<file path="src/rtl/rv32i_types.sv">
// Shared RV32I encodings and payload types for the data-side memory port.
package rv32i_types;

    localparam int unsigned XLEN = 32;

    typedef enum logic [2:0] {
        LF3_LB  = 3'd0,
        LF3_LH  = 3'd1,
        LF3_LW  = 3'd2,
        LF3_LBU = 3'd4,
        LF3_LHU = 3'd5
    } load_funct3_t;

    typedef enum logic [2:0] {
        SF3_SB = 3'd0,
        SF3_SH = 3'd1,
        SF3_SW = 3'd2
    } store_funct3_t;

    // Request fields kept for the whole transaction after accept.
    typedef struct packed {
        logic       write;
        logic [2:0] funct3;
        logic [1:0] addr_lo;
    } mem_req_t;

endpackage

</file>
<file path="src/rtl/mem_align.sv">
// Lane alignment for RV32I loads/stores: byte enables, shifted store data,
// extended load data and the illegal-access flag.
module mem_align
    import rv32i_types::*;
(
    input  logic            i_write,
    input  logic [2:0]      i_funct3,
    input  logic [1:0]      i_addr_lo,
    input  logic [XLEN-1:0] i_wdata,
    input  logic [XLEN-1:0] i_rdata,
    output logic [3:0]      o_byte_enable_c,
    output logic [XLEN-1:0] o_wdata_c,
    output logic [XLEN-1:0] o_rdata_c,
    output logic            o_illegal_c
);

    logic [7:0]  w_byte;
    logic [15:0] w_half;

    assign w_byte = 8'(i_rdata >> {i_addr_lo, 3'b000});
    assign w_half = i_addr_lo[1] ? i_rdata[31:16] : i_rdata[15:0];

    always_comb begin
        o_byte_enable_c = '0;
        o_wdata_c       = '0;
        o_rdata_c       = '0;
        o_illegal_c     = 1'b0;
        if (i_write) begin
            case (i_funct3)
                SF3_SB: begin
                    o_byte_enable_c = 4'b0001 << i_addr_lo;
                    o_wdata_c       = XLEN'(i_wdata[7:0]) << {i_addr_lo, 3'b000};
                end
                SF3_SH: begin
                    o_byte_enable_c = 4'b0011 << i_addr_lo;
                    o_wdata_c       = i_addr_lo[1] ? {i_wdata[15:0], 16'h0000}
                                                   : {16'h0000, i_wdata[15:0]};
                    o_illegal_c     = i_addr_lo[0];
                end
                SF3_SW: begin
                    o_byte_enable_c = 4'b1111;
                    o_wdata_c       = i_wdata;
                    o_illegal_c     = |i_addr_lo;
                end
                default: o_illegal_c = 1'b1;
            endcase
        end else begin
            case (i_funct3)
                LF3_LB, LF3_LBU: begin
                    o_byte_enable_c = 4'b0001 << i_addr_lo;
                    o_rdata_c       = (i_funct3 == LF3_LB) ? {{24{w_byte[7]}}, w_byte}
                                                           : {24'h000000, w_byte};
                end
                LF3_LH, LF3_LHU: begin
                    o_byte_enable_c = 4'b0011 << i_addr_lo;
                    o_rdata_c       = (i_funct3 == LF3_LH) ? {{16{w_half[15]}}, w_half}
                                                           : {16'h0000, w_half};
                    o_illegal_c     = i_addr_lo[0];
                end
                LF3_LW: begin
                    o_byte_enable_c = 4'b1111;
                    o_rdata_c       = i_rdata;
                    o_illegal_c     = |i_addr_lo;
                end
                default: o_illegal_c = 1'b1;
            endcase
        end
    end

endmodule

</file>
<file path="src/rtl/mem_access_unit.sv">
// Data-side memory port: accepts one load/store, runs the mem_read/mem_write/
// mem_resp handshake with timeout, and returns aligned load data or an error.
module mem_access_unit
    import rv32i_types::*;
#(
    parameter int unsigned TIMEOUT_CYCLES = 256
) (
    input  logic            clk,
    input  logic            rst,
    input  logic            req_valid,
    output logic            req_ready,
    input  logic            req_write,
    input  logic [2:0]      req_funct3,
    input  logic [XLEN-1:0] req_addr,
    input  logic [XLEN-1:0] req_wdata,
    output logic            resp_valid,
    output logic            resp_err,
    output logic [XLEN-1:0] resp_rdata,
    output logic            mem_read,
    output logic            mem_write,
    output logic [XLEN-1:0] mem_address,
    output logic [3:0]      mem_byte_enable,
    output logic [XLEN-1:0] mem_wdata,
    input  logic [XLEN-1:0] mem_rdata,
    input  logic            mem_resp
);

    localparam int unsigned CNT_W      = (TIMEOUT_CYCLES > 1) ? $clog2(TIMEOUT_CYCLES + 1) : 1;
    localparam bit          TIMEOUT_EN = (TIMEOUT_CYCLES != 0);
    localparam logic [CNT_W-1:0] CNT_LAST =
        CNT_W'((TIMEOUT_CYCLES == 0) ? 0 : TIMEOUT_CYCLES - 1);

    typedef enum logic [1:0] {
        S_IDLE,
        S_BUS,
        S_DONE,
        S_ERR
    } state_t;

    state_t          r_state;
    mem_req_t        r_req;
    logic [CNT_W-1:0] r_cnt;
    logic            r_req_ready;
    logic            r_resp_valid;
    logic            r_resp_err;
    logic [XLEN-1:0] r_resp_rdata;
    logic            r_mem_read;
    logic            r_mem_write;
    logic [XLEN-1:0] r_mem_address;
    logic [3:0]      r_mem_byte_enable;
    logic [XLEN-1:0] r_mem_wdata;

    mem_req_t        w_req;
    logic [3:0]      w_byte_enable;
    logic [XLEN-1:0] w_wdata;
    logic [XLEN-1:0] w_rdata;
    logic            w_illegal;

    // While idle the aligner decodes the incoming request; afterwards the latched one.
    assign w_req = (r_state == S_IDLE) ? mem_req_t'({req_write, req_funct3, req_addr[1:0]})
                                       : r_req;

    mem_align u_mem_align (
        .i_write         (w_req.write),
        .i_funct3        (w_req.funct3),
        .i_addr_lo       (w_req.addr_lo),
        .i_wdata         (req_wdata),
        .i_rdata         (mem_rdata),
        .o_byte_enable_c (w_byte_enable),
        .o_wdata_c       (w_wdata),
        .o_rdata_c       (w_rdata),
        .o_illegal_c     (w_illegal)
    );

    always_ff @(posedge clk or negedge rst) begin
        if (!rst) begin
            r_state           <= S_IDLE;
            r_req             <= '0;
            r_cnt             <= '0;
            r_req_ready       <= 1'b1;
            r_resp_valid      <= 1'b0;
            r_resp_err        <= 1'b0;
            r_resp_rdata      <= '0;
            r_mem_read        <= 1'b0;
            r_mem_write       <= 1'b0;
            r_mem_address     <= '0;
            r_mem_byte_enable <= '0;
            r_mem_wdata       <= '0;
        end else begin
            r_resp_valid <= 1'b0;
            r_resp_err   <= 1'b0;
            r_resp_rdata <= '0;
            case (r_state)
                S_IDLE: begin
                    if (req_valid) begin
                        r_req       <= w_req;
                        r_cnt       <= '0;
                        r_req_ready <= 1'b0;
                        if (w_illegal) begin
                            r_state      <= S_ERR;
                            r_resp_valid <= 1'b1;
                            r_resp_err   <= 1'b1;
                        end else begin
                            r_state           <= S_BUS;
                            r_mem_read        <= ~req_write;
                            r_mem_write       <= req_write;
                            r_mem_address     <= {req_addr[XLEN-1:2], 2'b00};
                            r_mem_byte_enable <= w_byte_enable;
                            r_mem_wdata       <= w_wdata;
                        end
                    end
                end
                S_BUS: begin
                    // A response in the final allowed cycle beats the timeout.
                    if (mem_resp || (TIMEOUT_EN && (r_cnt == CNT_LAST))) begin
                        r_state           <= mem_resp ? S_DONE : S_ERR;
                        r_resp_valid      <= 1'b1;
                        r_resp_err        <= ~mem_resp;
                        r_resp_rdata      <= (mem_resp && !r_req.write) ? w_rdata : '0;
                        r_mem_read        <= 1'b0;
                        r_mem_write       <= 1'b0;
                        r_mem_address     <= '0;
                        r_mem_byte_enable <= '0;
                        r_mem_wdata       <= '0;
                    end else if (TIMEOUT_EN) begin
                        r_cnt <= r_cnt + CNT_W'(1);
                    end
                end
                S_DONE, S_ERR: begin
                    r_state     <= S_IDLE;
                    r_req_ready <= 1'b1;
                end
                default: begin
                    r_state     <= S_IDLE;
                    r_req_ready <= 1'b1;
                end
            endcase
        end
    end

    assign req_ready       = r_req_ready;
    assign resp_valid      = r_resp_valid;
    assign resp_err        = r_resp_err;
    assign resp_rdata      = r_resp_rdata;
    assign mem_read        = r_mem_read;
    assign mem_write       = r_mem_write;
    assign mem_address     = r_mem_address;
    assign mem_byte_enable = r_mem_byte_enable;
    assign mem_wdata       = r_mem_wdata;

endmodule

</file>
<file path="config.mk">
export PLATFORM = sky130hd
export DESIGN_NAME = mem_access_unit
export DESIGN_NICKNAME = d
export VERILOG_FILES = /design/src/rtl/rv32i_types.sv /design/src/rtl/mem_align.sv /design/src/rtl/mem_access_unit.sv
export SDC_FILE = /design/constraint.sdc
export NUM_CORES = 1
export LEC_CHECK = 0
export ABC_CLOCK_PERIOD_IN_PS = 3600
export CAP_MARGIN = 0
export CORE_ASPECT_RATIO = 0.7
export CORE_MARGIN = 2
export CORE_UTILIZATION = 44
export CTS_CLUSTER_DIAMETER = 100
export DETAILED_ROUTE_END_ITERATION = 7
export PLACE_DENSITY = 0.88
export SYNTH_ARGS = -nofsm -noshare
export SYNTH_HDL_FRONTEND = slang
export SYNTH_SLANG_ARGS = --single-unit
</file>
<file path="constraint.sdc">
create_clock -name clk -period 3.6 [get_ports clk]
set_input_delay 0.9 -clock clk [delete_from_list [all_inputs] [get_ports clk]]
set_output_delay 0.9 -clock clk [all_outputs]
set_load 0.01 [all_outputs]
</file>
==> metrics <==
Post-CTS Setup Inserts 0; unrepaired setup endpoints after global routing false; first-pass GRT wire length 33900 µm; Yosys top cell area share 0.471; Crit Path Max Fanout 45; critical path depth 11; wire per inst 21.1 µm; initial antenna violation count 0; layout net count 926; Worst IR Drop VDD 0.623 mV; Final Critical Period 3200 ps; Async SR Flop Fraction 1.00; Worst Hold Path Cells 2; critical path class input pin to flip-flop; antenna fix cells 0; Worst EP arrival 3480 ps; syn avg cell area 10.1 µm²; Synth Area in Compound Gates 0.306; share of cells above drive strength 1 0.106; Cells after Synth 629; Setup Viol. Count Final 0; Slew @ Worst Pin 1230 ps; cell family with most CP delay buffers and inverters; clock slew at reported path FFs 60 ps; RR Startpoint r_state[1]; global placement routability congestion 0.930; H-tree Lvls 4; CTS max path bufs 2; GRT Total Usage 0.280; Routed Antenna Nets 0; IO Pins 209; largest family of logic cells by synthesized area compound AO/OA/AOI/OAI gates; # rows 36; CTS tree done; Buffers on Ports 206; CP endpoint kind flip-flop; status finished clean; Hold Crit Start r_cnt[8]; Clock Latency Late Sink 420 ps; Bufs and invs on worst path 4; post-synthesis xor/xnor area fraction 0.00554; clock sink total 120; Max Fclk 312 MHz; period utilization 0.889; core area 14000 µm²; DP Wirelength 14800 µm; # DRC 0; Num CTS Buffers 17; max_cap viols 0; Startpoint Class input pin; Simple-Gate Fraction of Synth Area 0.0979; post-placement setup slack 25.2 ps; die width 147 µm; Top FF cell, synth dfrtp_1; largest incremental delay on the critical path 470 ps; worst reg2reg path depth 10; Req. time, crit path 3880 ps; hold buffers post-CTS 0; R2R Setup Slk 640 ps; Starting DRT DRC Count 710; yosys warns 0; post-CTS resize count 0; final WL 21500 µm; Fill cells 1115; cells along the critical path clkdlybuf4s50_1, or3b_4, nand2_4, inv_2, ha_1, a21oi_1, o311a_2, buf_12, nor2_1, buf_4, o32ai_1; total power 7.30 mW; setup TNS 0 ps; initial core utilization 0.453; Synth Area in Adders 0.0119; post-route setup slack 400 ps; leakage power 3.69 nW; Post-synth top cells dfrtp_1 (119), o21ai_0 (49), a21oi_1 (45); pin count of the biggest net entering global routing 70; Slowest cell on crit path clkdlybuf4s50_1; die area 15400 µm²; GRT overflow 0; Hold Crit Class flip-flop to flip-flop; Seq/Total Area, Yosys 0.475; Pwr Density 793 nW/µm²; die height 104 µm; vias per cell 6.23; routed via count 6351; Synth cell types 66; Hold EP r_cnt[8]; Layout area overhead 45.5%; synthesized area 6330 µm²; clk_skew 9.04 ps; Post-synth EDFFs 0; Slew Limit Fails 0; DRT Pass-1 Iters 7; post-synthesis mux area share 0.0297; Seq cells post-synth 120; vias in the first global route 6111; RR Endpoint mem_wdata[29]; most common cell in the netlist dfrtp_1; CTS root buffer clkbuf_16; max_slew headroom 0.180; post-synth top area cell dfrtp_1; synth top area cells dfrtp_1 (47%), o221ai_1 (6.1%), o31ai_1 (4.4%); Fin. Hold Viols 0
## tightest hold or removal path, cell delays in order (launching register included)
cell     delay (ps)
dfrtp_1         340
nand2_1          40
o21ai_0          60
## power by group
group | switching, mW | internal (mW)
Sequential | 0.248 | 1.66
Combinational | 2.14 | 1.41
Clock | 0.665 | 1.17
## state kept, by name, indices dropped and copies added, names as in the netlist
register,cells
mem_address,30
mem_byte_enable,4
mem_read,1
mem_wdata,32
mem_write,1
r_cnt,9
r_req,6
r_state,2
req_ready,1
resp_err,1
resp_rdata,32
resp_valid,1
## routing by layer
| metal | vias to the layer above | routed length [µm] | GRT usage |
|---|---|---|---|
| li1 | 2798 | - | - |
| met1 | 3103 | 8860 | 0.398 |
| met2 | 426 | 9720 | 0.424 |
| met3 | 24 | 2640 | 0.0781 |
| met4 | 0 | 300 | 0.0755 |
| met5 | - | 0 | 0 |
## through the flow
step	cell area [µm²]	instances	util	hold slack, ps
2_1_floorplan	6330	630	-	450
3_3_place_gp	8560	987	0.613	468
3_5_place_dp	8560	987	0.613	472
4_1_cts	9200	1019	0.659	484
5_1_grt	9200	1019	0.659	513
6_report	9200	1019	0.659	482
## layout by cell type, fill, tap and decap left out, types with 23 or more instances in the layout
cell type          n
clkdlybuf4s50_1  205
dfrtp_1          119
o21ai_0           49
a21oi_1           45
o221ai_1          44
o31ai_1           37
inv_1             36
nand2_1           32
a22oi_1           31
nand3_1           23
buf_4             23
## worst max-delay path by stage
stage | startpoint | end | slack [ps]
after floorplan | req_addr[0] | mem_wdata[10] | 550
after global placement | req_addr[1] | mem_byte_enable[1] | 90
after detailed placement | req_addr[1] | mem_wdata[25] | 30
after CTS | req_addr[1] | mem_wdata[11] | 420
after global routing | req_addr[1] | mem_byte_enable[1] | 300
final | req_addr[1] | mem_wdata[29] | 400
## cell families (layout without fill, tap and decap cells)
kind of cell    Yosys count  in the layout
other cells               1              2
flops                   120            120
xor+xnor                  4              4
mux                      10             10
buf+inv                 102            301
fa+ha+maj                 6              6
compound gates          269            269
simple gates            117            117
## area by class of cell
cell class	instances	area (µm²)	share of cell area
Clock inverter	15	214	0.0232
Multi-Input combinational cell	408	2880	0.313
Clock buffer	17	425	0.0462
Inverter	37	139	0.0151
Sequential cell	120	3000	0.326
Tap cell	190	238	0.0258
Timing Repair Buffer	232	2300	0.250
Power figures use the tool's default switching activity.
